## src/rtl/pipeline_ctrl_if.sv

```systemverilog
// rtl/pipeline_ctrl_if.sv - stall/flush control bundle between pipeline_ctrl and the datapath
// master: the controller side; slave: the pipeline registers and data memory side.
interface pipeline_ctrl_if #(
  parameter int STALL_CNT_W = 32
);
  logic [4:0]             id_rs_addr;
  logic [4:0]             id_rt_addr;
  logic                   id_rs_used;
  logic                   id_rt_used;
  logic                   id_branch_taken;
  logic                   exe_GPR_we;
  logic [4:0]             exe_GPR_waddr;
  logic                   exe_load;
  logic                   mem_mem_access;
  logic                   dmem_ack;
  logic                   pc_ena;
  logic                   if_id_ena;
  logic                   if_id_flush;
  logic                   id_exe_ena;
  logic                   id_exe_flush;
  logic                   exe_mem_ena;
  logic                   mem_wb_ena;
  logic                   mem_wb_flush;
  logic                   dmem_req;
  logic                   mem_err;
  logic [STALL_CNT_W-1:0] stall_cycles;
  logic [1:0]             state;

  modport master (
    input  id_rs_addr, id_rt_addr, id_rs_used, id_rt_used, id_branch_taken,
           exe_GPR_we, exe_GPR_waddr, exe_load, mem_mem_access, dmem_ack,
    output pc_ena, if_id_ena, if_id_flush, id_exe_ena, id_exe_flush,
           exe_mem_ena, mem_wb_ena, mem_wb_flush, dmem_req, mem_err,
           stall_cycles, state
  );

  modport slave (
    output id_rs_addr, id_rt_addr, id_rs_used, id_rt_used, id_branch_taken,
           exe_GPR_we, exe_GPR_waddr, exe_load, mem_mem_access, dmem_ack,
    input  pc_ena, if_id_ena, if_id_flush, id_exe_ena, id_exe_flush,
           exe_mem_ena, mem_wb_ena, mem_wb_flush, dmem_req, mem_err,
           stall_cycles, state
  );
endinterface

```

## src/rtl/pipeline_ctrl.sv

```systemverilog
// rtl/pipeline_ctrl.sv - 5-stage pipeline stall/flush controller
// Load-use hazard stalls, data-memory wait sequencing with timeout, stall cycle counter.
module pipeline_ctrl #(
  parameter int MEM_TIMEOUT = 16,
  parameter int STALL_CNT_W = 32
) (
  input logic           clk,
  input logic           reset,
  pipeline_ctrl_if.master ctrl_if
);
  localparam int CNT_W = $clog2(MEM_TIMEOUT + 1);

  typedef enum logic [1:0] {
    ST_RUN      = 2'd0,
    ST_MEM_WAIT = 2'd1
  } state_t;

  state_t                 state_q, state_d;
  logic [CNT_W-1:0]       cnt_q, cnt_d;
  logic                   mem_err_q, mem_err_d;
  logic [STALL_CNT_W-1:0] stall_q, stall_d;

  logic hazard;
  logic dmem_req;
  logic timeout;
  logic mwait;
  logic rs_hit;
  logic rt_hit;

  assign rs_hit = ctrl_if.id_rs_used && (ctrl_if.id_rs_addr == ctrl_if.exe_GPR_waddr);
  assign rt_hit = ctrl_if.id_rt_used && (ctrl_if.id_rt_addr == ctrl_if.exe_GPR_waddr);
  assign hazard = ctrl_if.exe_load && ctrl_if.exe_GPR_we &&
                  (ctrl_if.exe_GPR_waddr != 5'd0) && (rs_hit || rt_hit);

  assign dmem_req = ((state_q == ST_RUN) && ctrl_if.mem_mem_access) ||
                    (state_q == ST_MEM_WAIT);
  // An expired timeout releases the pipeline exactly like an ack would.
  assign timeout  = (state_q == ST_MEM_WAIT) && (cnt_q == CNT_W'(MEM_TIMEOUT));
  assign mwait    = dmem_req && !ctrl_if.dmem_ack && !timeout;

  always_ff @(posedge clk or negedge reset) begin
    if (!reset) begin
      state_q   <= ST_RUN;
      cnt_q     <= '0;
      mem_err_q <= 1'b0;
      stall_q   <= '0;
    end else begin
      state_q   <= state_d;
      cnt_q     <= cnt_d;
      mem_err_q <= mem_err_d;
      stall_q   <= stall_d;
    end
  end

  always_comb begin
    state_d   = state_q;
    cnt_d     = cnt_q;
    mem_err_d = mem_err_q;
    case (state_q)
      ST_RUN: begin
        if (mwait) begin
          state_d = ST_MEM_WAIT;
          cnt_d   = CNT_W'(1);
        end
      end
      ST_MEM_WAIT: begin
        if (mwait) begin
          cnt_d = cnt_q + CNT_W'(1);
        end else begin
          state_d = ST_RUN;
          cnt_d   = '0;
          if (timeout && !ctrl_if.dmem_ack) begin
            mem_err_d = 1'b1;
          end
        end
      end
      default: begin
        state_d = ST_RUN;
        cnt_d   = '0;
      end
    endcase
  end

  always_comb begin
    ctrl_if.pc_ena       = 1'b1;
    ctrl_if.if_id_ena    = 1'b1;
    ctrl_if.if_id_flush  = 1'b0;
    ctrl_if.id_exe_ena   = 1'b1;
    ctrl_if.id_exe_flush = 1'b0;
    ctrl_if.exe_mem_ena  = 1'b1;
    ctrl_if.mem_wb_ena   = 1'b1;
    ctrl_if.mem_wb_flush = 1'b0;
    if (mwait) begin
      ctrl_if.pc_ena       = 1'b0;
      ctrl_if.if_id_ena    = 1'b0;
      ctrl_if.id_exe_ena   = 1'b0;
      ctrl_if.exe_mem_ena  = 1'b0;
      ctrl_if.mem_wb_flush = 1'b1;
    end else if (hazard) begin
      // Branch is ignored here; it re-resolves once the bubble reaches EXE.
      ctrl_if.pc_ena       = 1'b0;
      ctrl_if.if_id_ena    = 1'b0;
      ctrl_if.id_exe_flush = 1'b1;
    end else begin
      ctrl_if.if_id_flush  = ctrl_if.id_branch_taken;
    end
  end

  always_comb begin
    stall_d = stall_q;
    if (!ctrl_if.pc_ena && (stall_q != {STALL_CNT_W{1'b1}})) begin
      stall_d = stall_q + STALL_CNT_W'(1);
    end
  end

  assign ctrl_if.dmem_req     = dmem_req;
  assign ctrl_if.mem_err      = mem_err_q;
  assign ctrl_if.stall_cycles = stall_q;
  assign ctrl_if.state        = state_q;
endmodule

```

## src/flat_wrapper.sv

```systemverilog
// flat-port wrapper written by rule: the top's interface ports become plain ports
module pipeline_ctrl_flat 
#(
  parameter int MEM_TIMEOUT = 16,
  parameter int STALL_CNT_W = 32
)
  (clk, reset, ctrl_if_id_rs_addr, ctrl_if_id_rt_addr, ctrl_if_id_rs_used, ctrl_if_id_rt_used, ctrl_if_id_branch_taken, ctrl_if_exe_GPR_we, ctrl_if_exe_GPR_waddr, ctrl_if_exe_load, ctrl_if_mem_mem_access, ctrl_if_dmem_ack, ctrl_if_pc_ena, ctrl_if_if_id_ena, ctrl_if_if_id_flush, ctrl_if_id_exe_ena, ctrl_if_id_exe_flush, ctrl_if_exe_mem_ena, ctrl_if_mem_wb_ena, ctrl_if_mem_wb_flush, ctrl_if_dmem_req, ctrl_if_mem_err, ctrl_if_stall_cycles, ctrl_if_state);
  pipeline_ctrl_if #(.STALL_CNT_W(STALL_CNT_W)) ctrl_if_i ();
  input logic clk;
  input logic reset;
  input wire logic [$bits(ctrl_if_i.id_rs_addr)-1:0] ctrl_if_id_rs_addr;
  input wire logic [$bits(ctrl_if_i.id_rt_addr)-1:0] ctrl_if_id_rt_addr;
  input wire logic [$bits(ctrl_if_i.id_rs_used)-1:0] ctrl_if_id_rs_used;
  input wire logic [$bits(ctrl_if_i.id_rt_used)-1:0] ctrl_if_id_rt_used;
  input wire logic [$bits(ctrl_if_i.id_branch_taken)-1:0] ctrl_if_id_branch_taken;
  input wire logic [$bits(ctrl_if_i.exe_GPR_we)-1:0] ctrl_if_exe_GPR_we;
  input wire logic [$bits(ctrl_if_i.exe_GPR_waddr)-1:0] ctrl_if_exe_GPR_waddr;
  input wire logic [$bits(ctrl_if_i.exe_load)-1:0] ctrl_if_exe_load;
  input wire logic [$bits(ctrl_if_i.mem_mem_access)-1:0] ctrl_if_mem_mem_access;
  input wire logic [$bits(ctrl_if_i.dmem_ack)-1:0] ctrl_if_dmem_ack;
  output wire logic [$bits(ctrl_if_i.pc_ena)-1:0] ctrl_if_pc_ena;
  output wire logic [$bits(ctrl_if_i.if_id_ena)-1:0] ctrl_if_if_id_ena;
  output wire logic [$bits(ctrl_if_i.if_id_flush)-1:0] ctrl_if_if_id_flush;
  output wire logic [$bits(ctrl_if_i.id_exe_ena)-1:0] ctrl_if_id_exe_ena;
  output wire logic [$bits(ctrl_if_i.id_exe_flush)-1:0] ctrl_if_id_exe_flush;
  output wire logic [$bits(ctrl_if_i.exe_mem_ena)-1:0] ctrl_if_exe_mem_ena;
  output wire logic [$bits(ctrl_if_i.mem_wb_ena)-1:0] ctrl_if_mem_wb_ena;
  output wire logic [$bits(ctrl_if_i.mem_wb_flush)-1:0] ctrl_if_mem_wb_flush;
  output wire logic [$bits(ctrl_if_i.dmem_req)-1:0] ctrl_if_dmem_req;
  output wire logic [$bits(ctrl_if_i.mem_err)-1:0] ctrl_if_mem_err;
  output wire logic [$bits(ctrl_if_i.stall_cycles)-1:0] ctrl_if_stall_cycles;
  output wire logic [$bits(ctrl_if_i.state)-1:0] ctrl_if_state;
  assign ctrl_if_i.id_rs_addr = ctrl_if_id_rs_addr;
  assign ctrl_if_i.id_rt_addr = ctrl_if_id_rt_addr;
  assign ctrl_if_i.id_rs_used = ctrl_if_id_rs_used;
  assign ctrl_if_i.id_rt_used = ctrl_if_id_rt_used;
  assign ctrl_if_i.id_branch_taken = ctrl_if_id_branch_taken;
  assign ctrl_if_i.exe_GPR_we = ctrl_if_exe_GPR_we;
  assign ctrl_if_i.exe_GPR_waddr = ctrl_if_exe_GPR_waddr;
  assign ctrl_if_i.exe_load = ctrl_if_exe_load;
  assign ctrl_if_i.mem_mem_access = ctrl_if_mem_mem_access;
  assign ctrl_if_i.dmem_ack = ctrl_if_dmem_ack;
  assign ctrl_if_pc_ena = ctrl_if_i.pc_ena;
  assign ctrl_if_if_id_ena = ctrl_if_i.if_id_ena;
  assign ctrl_if_if_id_flush = ctrl_if_i.if_id_flush;
  assign ctrl_if_id_exe_ena = ctrl_if_i.id_exe_ena;
  assign ctrl_if_id_exe_flush = ctrl_if_i.id_exe_flush;
  assign ctrl_if_exe_mem_ena = ctrl_if_i.exe_mem_ena;
  assign ctrl_if_mem_wb_ena = ctrl_if_i.mem_wb_ena;
  assign ctrl_if_mem_wb_flush = ctrl_if_i.mem_wb_flush;
  assign ctrl_if_dmem_req = ctrl_if_i.dmem_req;
  assign ctrl_if_mem_err = ctrl_if_i.mem_err;
  assign ctrl_if_stall_cycles = ctrl_if_i.stall_cycles;
  assign ctrl_if_state = ctrl_if_i.state;
  pipeline_ctrl #(.MEM_TIMEOUT(MEM_TIMEOUT), .STALL_CNT_W(STALL_CNT_W)) u_core (.clk(clk), .reset(reset), .ctrl_if(ctrl_if_i));
endmodule
```

## config.mk

```make
export PLATFORM = sky130hd
export DESIGN_NAME = pipeline_ctrl_flat
export DESIGN_NICKNAME = d
export VERILOG_FILES = /design/src/rtl/pipeline_ctrl_if.sv /design/src/rtl/pipeline_ctrl.sv /design/src/flat_wrapper.sv
export SDC_FILE = /design/constraint.sdc
export NUM_CORES = 1
export LEC_CHECK = 0
export CORE_MARGIN = 1.5
export CORE_UTILIZATION = 47
export CTS_BUF_LIST = sky130_fd_sc_hd__clkbuf_16
export DETAILED_ROUTE_END_ITERATION = 10
export GPL_ROUTABILITY_DRIVEN = 0
export GPL_TIMING_DRIVEN = 0
export PLACE_DENSITY_LB_ADDON = 0.25
export SYNTH_ARGS = -nofsm -noshare
export SYNTH_HDL_FRONTEND = slang
export SYNTH_SLANG_ARGS = --single-unit
export TNS_END_PERCENT = 30
```

## constraint.sdc

```tcl
create_clock -name clk -period 3.5 [get_ports clk]
set_clock_uncertainty 0.05 [all_clocks]
set_input_delay 1.05 -clock clk [delete_from_list [all_inputs] [get_ports clk]]
set_output_delay 1.05 -clock clk [all_outputs]
set_load 0.005 [all_outputs]
```

==> impl_metrics.toml, run 1 <==
[yosys]
ys_seq_elements = 39
synthCells = 215
synth_area_leaders = "dfrtp_1 (43%), xor2_1 (12%), xnor2_1 (4.6%)"
ys_seq_area_share_pct = 42.7
synth_adder_area_share_pct = 2.19
yosysTopAreaCell = "dfrtp_1"
muxShareOfSynthArea_pct = 1.10
yosys_warnings = 0
syn_area_per_cell_sq_um = 10.6
synth_nets = 243
synth_flop_cell = "dfrtp_1"
yosys.cell_types.count = 43
yosysTopAreaCellShare_pct = 42.7
synth_compound_area_share_pct = 3.67
synthXorXnorAreaFrac_pct = 16.9
synth_area_sq_um = 2280
synthArstFlopShare_pct = 100
synth_top_family_by_area = "simple AND/OR/NAND/NOR gates"
synth_edf_count = 0
synth-simple-area-share_pct = 28.0

[pwr]
power_density_nw_per_um2 = 502
peakVddDrop_mv = 0.433
power_mw = 1.62
p_leak_nw = 1.45

[detailed_routing]
vias_per_cell = 5.38
num_vias = 1867
first_pass_iters = 4
first_iter_violations = 92
drt_drc_violations_left = 0
drt-total-wl_um = 5100
antenna_left = 0
wl_per_cell_um = 14.7

[critical_path]
cp.required_ns = 2.40
path_cells = "buf_6 -> or3_4 -> o311a_4 -> a21oi_4 -> buf_6 -> and2_4 -> buf_6"
cp_common_cell = "buf_6"
cp_slowest_stage_delay_ns = 0.38
worstSetupEndpointType = "primary output"
critPathMaxFanout = 4
worst-path-buf-inv = 3
crit_type = "in -> out"
crit_family = "simple AND/OR/NAND/NOR gates"
critPathSlowestCell = "or3_4"
cp.arrival_ns = 2.37
cp-start-kind = "input port"

[clocking]
cts.sinks = 39
cts_made_buffers = 5
h-tree-depth = 2
cts_buffer_depth = 2
insertion_delay_ns = 0.28
ctsHoldBuffers = 0
path_clk_slew_ns = 0.06
cts_tree = "done"
cts_root_buffer = "clkbuf_16"

[floorplan]
start_util_pct = 48.7
fp.dieArea_sq_um = 5290
die_h_um = 72.7
rows = 25
io_pins = 68
dieWidth_um = 72.7
fp.coreArea_sq_um = 4690

[grt]
grt_max_degree = 40
grt_antenna_before_repair = 0
grt_pass1_vias = 1802
grt_pass1_wl_um = 8510
grt_overflow = 0
grt_usage_pct = 20.8

[cells_and_area]
fill_cells = 387
final_cell_mix = "clkdlybuf4s50_1 (43), dfrtp_1 (39), xor2_1 (32), nand3_1 (17), dlygate4sd2_1 (13)"
nets = 320
final_common_cell = "clkdlybuf4s50_1"
area_growth_pct = 41.0
num_antenna_cells = 0
drive_above_1_share_pct = 19.5

[sta]
fin_setup_tns_ns = 0
hold_viol = 0
maxSlewHeadroom_pct = 42.3
fin_crit_sh_pct = 99.0
tightest_slew_ns = 0.865
finalSetupViolCount = 0
min_period_ns = 3.47
fin_hold_ws_ns = 0.428
rsz0062_at_grt = "yes"
clock.fmax_mhz = 288
finalMaxSlewViolations = 0

[placement]
dp_hpwl_um = 3650
io_buffers = 65

[run]
cap_viol_max_count = 0

[min_path]
min_path_type = "reg -> reg"

[outcome]
status = "finished clean"
-- per-stage QoR --
stage | setup WS [ns] | instances | util [%] | instance area, sq um
after floorplan | 0.112 | 215 | - | 2280
after global placement | -0.989 | 334 | 64.0 | 3000
after detailed placement | -0.983 | 334 | 63.9 | 3000
after CTS | -0.0481 | 346 | 67.7 | 3170
after global routing | -0.00757 | 347 | 68.6 | 3220
final | 0.0335 | 347 | 68.6 | 3220
-- routing by layer --
metal | routed length, um | part of all wire (%) | track usage, %
met3 | 201 | 3.9 | 5.11
met5 | 0 | 0 | 0
met1 | 2300 | 45 | 28.0
met2 | 2570 | 50 | 33.1
met4 | 29 | 0.57 | 6.50
-- report_power, final --
group / switching [mW] / internal (mW)
clock network: 0.177 / 0.336
registers: 0.104 / 0.526
logic: 0.197 / 0.277
-- state kept, by name, indices dropped and copies added, names as in the netlist --
name,count
u_core.ctrl_if.stall_cycles,32
u_core.ctrl_if.mem_err,1
u_core.ctrl_if.state,1
u_core.cnt_q,5
-- path summary, 6_finish.rpt --
| kind | startpoint | end | slack, ns | cells after the start |
|---|---|---|---|---|
| max | ctrl_if_exe_GPR_waddr[1] | ctrl_if_if_id_flush | 0.03 | 7 |
| min | u_core.ctrl_if.mem_err$_DFFE_PN0P_ | u_core.ctrl_if.mem_err$_DFFE_PN0P_ | 0.43 | 1 |
| max reg2reg | u_core.cnt_q[0]$_DFFE_PN0P_ | u_core.cnt_q[4]$_DFFE_PN0P_ | 1.21 | 11 |
| min reg2reg | u_core.ctrl_if.mem_err$_DFFE_PN0P_ | u_core.ctrl_if.mem_err$_DFFE_PN0P_ | 0.43 | 1 |
| max in group asynchronous | reset | u_core.ctrl_if.stall_cycles[10]$_DFFE_PN0P_ | 2.02 | 1 |
| min in group asynchronous | reset | u_core.ctrl_if.stall_cycles[20]$_DFFE_PN0P_ | 0.84 | 1 |
-- cells in the mapped netlist, types with 2 or more instances --
cell	number
ha_1	4
buf_6	5
xor2_1	32
inv_1	5
nor2_1	9
a21oi_1	3
nor4b_1	2
nor2_2	2
or3_1	2
conb_1	2
dfrtp_1	39
and4_4	3
and3_4	2
nor3_1	10
and3_1	8
nand4_1	8
nor4_2	6
nor3b_1	2
nand3_1	17
nor4_1	7
buf_4	5
nand2_1	10
xnor2_1	12
-- cell families (layout without fill, tap and decap cells) --
kind of cell / Yosys count / count (layout)
buf+inv: 16 / 94
simple gates: 98 / 98
compound gates: 10 / 10
xor+xnor: 44 / 44
fa+ha+maj: 4 / 4
mux: 2 / 2
flops: 39 / 39
other cells: 2 / 2
-- layout make-up --
class,count,area (sq um),share of cell area [%]
Inverter,6,22.5,0.699
Multi-Input combinational cell,160,1220,38.0
Buffer,10,97.6,3.03
Sequential cell,39,976,30.3
Timing Repair Buffer,70,664,20.6
Clock buffer,5,125,3.89
Clock inverter,3,43.8,1.36
Tap cell,54,67.6,2.10
-- timing repair --
action	4_1_cts	5_1_grt
setup buffers	4	1
gates resized for setup	42	11
pin swaps	15	8
endpoints found under the setup margin	6	5
No activity file was read; power rests on OpenSTA's default activity.
==> run 2, diff against run 1 <==
--- a/config.mk
+++ b/config.mk
@@ -5,12 +5,12 @@
 export SDC_FILE = /design/constraint.sdc
 export NUM_CORES = 1
 export LEC_CHECK = 0
+export CAP_MARGIN = 20
 export CORE_MARGIN = 1.5
 export CORE_UTILIZATION = 47
 export CTS_BUF_LIST = sky130_fd_sc_hd__clkbuf_16
 export DETAILED_ROUTE_END_ITERATION = 10
 export GPL_ROUTABILITY_DRIVEN = 0
-export GPL_TIMING_DRIVEN = 0
 export PLACE_DENSITY_LB_ADDON = 0.25
 export SYNTH_ARGS = -nofsm -noshare
 export SYNTH_HDL_FRONTEND = slang
==> run 2 against run 1 <==
Against the previous run:
- final cell count decreased by 1.7%
- largest power group unchanged
- first-iteration DRC count increased by 84%
- sequential power about the same
==> impl_metrics.toml, run 2 (same netlist as run 1, synthesis figures left out) <==
[outcome]
status = "finished clean"

[detailed_routing]
first_pass_iters = 4
wl_per_cell_um = 14.4
drt-total-wl_um = 4910
num_vias = 1814
vias_per_cell = 5.32
antenna_left = 0
first_iter_violations = 169
drt_drc_violations_left = 0

[critical_path]
worst-path-buf-inv = 3
crit_family = "compound AO/OA/AOI/OAI gates"
crit_start = "ctrl_if_exe_GPR_waddr[2]"
cp_slowest_stage_delay_ns = 0.36
crit_type = "in -> out"
cp.arrival_ns = 2.38
r2r-start = "u_core.ctrl_if.stall_cycles[0]$_DFFE_PN0P_"
worstSetupEndpointType = "primary output"
cp_common_cell = "buf_6"
cp-start-kind = "input port"
cp.required_ns = 2.40
critPathMaxFanout = 3
path_cells = "buf_6 -> or3_1 -> o311a_1 -> a21oi_4 -> buf_6 -> and2_4 -> buf_6"
critPathSlowestCell = "or3_1"

[floorplan]
start_util_pct = 48.7
fp.coreArea_sq_um = 4690
rows = 25
io_pins = 68
fp.dieArea_sq_um = 5290
die_h_um = 72.7
dieWidth_um = 72.7

[sta]
maxSlewHeadroom_pct = 43.4
fin_crit_sh_pct = 99.6
fin_setup_tns_ns = 0
tightest_slew_ns = 0.850
finalSetupViolCount = 0
hold_viol = 0
min_period_ns = 3.48
setup_ws_ns = 0.0156
finalMaxSlewViolations = 0
rsz0062_at_grt = "yes"
clock.fmax_mhz = 287

[cells_and_area]
multiInputGateArea_sq_um = 1200
final_cell_mix = "clkdlybuf4s50_1 (44), dfrtp_1 (39), xor2_1 (32), nand3_1 (17)"
fill_cells = 405
area_growth_pct = 35.7
nets = 314
num_antenna_cells = 0
drive_above_1_share_pct = 16.0
largest_register_ff_count = 32
seq_area_sq_um = 976
final_common_cell = "clkdlybuf4s50_1"
fin_area_sq_um = 3100

[placement]
dp_hpwl_um = 3540
dp_slack_ns = -0.647
io_buffers = 65
dpl_cell_area_sq_um = 2950

[clocking]
cts_root_buffer = "clkbuf_16"
cts_made_buffers = 5
path_clk_slew_ns = 0.05
cts_buffer_depth = 2
cts_tree = "done"
insertion_delay_ns = 0.28
h-tree-depth = 2
cts.sinks = 39

[pwr]
power_density_nw_per_um2 = 482
p_leak_nw = 1.38
peakVddDrop_mv = 0.351

[grt]
grt_pass1_wl_um = 8130
grt_max_degree = 40
grt_usage_pct = 19.9
grt_pass1_vias = 1701
grt_antenna_before_repair = 0
grt_overflow = 0

[min_path]
hold_start = "u_core.ctrl_if.mem_err$_DFFE_PN0P_"
min_path_type = "reg -> reg"

[run]
cap_viol_max_count = 0
## run 2: final timing paths
check,endpoint,slack (ns),cells past startpoint
hold / removal,u_core.ctrl_if.mem_err$_DFFE_PN0P_,0.43,1
setup / recovery,ctrl_if_if_id_flush,0.02,7
hold reg to reg,u_core.ctrl_if.mem_err$_DFFE_PN0P_,0.43,1
min in group asynchronous,u_core.ctrl_if.stall_cycles[22]$_DFFE_PN0P_,0.84,1
max in group asynchronous,u_core.ctrl_if.stall_cycles[6]$_DFFE_PN0P_,2.04,1
setup reg to reg,u_core.ctrl_if.stall_cycles[1]$_DFFE_PN0P_,1.10,6
## run 2: timing repair
action                                  CTS  global route
hold buffers                              0             0
endpoints found under the setup margin    6             4
buffers inserted                          2             1
pin swaps                                15             5
gates resized for setup                  40             3
## run 2: final cells by class
type | count | area share (%)
Clock buffer | 5 | 4.04
Timing Repair Buffer | 74 | 22.5
Multi-Input combinational cell | 160 | 38.7
Sequential cell | 39 | 31.5
Inverter | 6 | 0.727
Tap cell | 54 | 2.18
Clock inverter | 3 | 0.363
## run 2: layer usage
| layer | up-vias | track usage (%) | routed length (um) |
|---|---|---|---|
| met5 | - | 0 | 0 |
| met4 | 0 | 5.45 | 29 |
| met3 | 2 | 5.52 | 133 |
| met2 | 32 | 30.9 | 2450 |
| met1 | 880 | 27.5 | 2300 |
| li1 | 900 | - | - |
## run 2: where the power goes
part / internal (mW) / leakage (nW) / total, mW / switching (mW)
Sequential: 0.526 / 0.492 / 0.629 / 0.103
Combinational: 0.259 / 0.820 / 0.448 / 0.189
Clock: 0.256 / 0.0701 / 0.416 / 0.160
Total: 1.04 / 1.38 / 1.49 / 0.452
## run 2: per-stage QoR
step	hold WS, ns	power [mW]	util, %	cells
final	0.433	1.49	66.1	341
after global routing	0.461	1.58	66.1	341
after CTS	0.442	1.51	65.8	340
after detailed placement	0.420	1.08	62.8	330
after global placement	0.429	1.07	62.8	330
after floorplan	0.418	0.849	-	215
==> run 3, diff against run 2 <==
--- a/config.mk
+++ b/config.mk
@@ -5,7 +5,6 @@
 export SDC_FILE = /design/constraint.sdc
 export NUM_CORES = 1
 export LEC_CHECK = 0
-export CAP_MARGIN = 20
 export CORE_MARGIN = 1.5
 export CORE_UTILIZATION = 47
 export CTS_BUF_LIST = sky130_fd_sc_hd__clkbuf_16
==> results of run 3 <==
No change in the layout: final DEF, timing and power equal those of run 2.
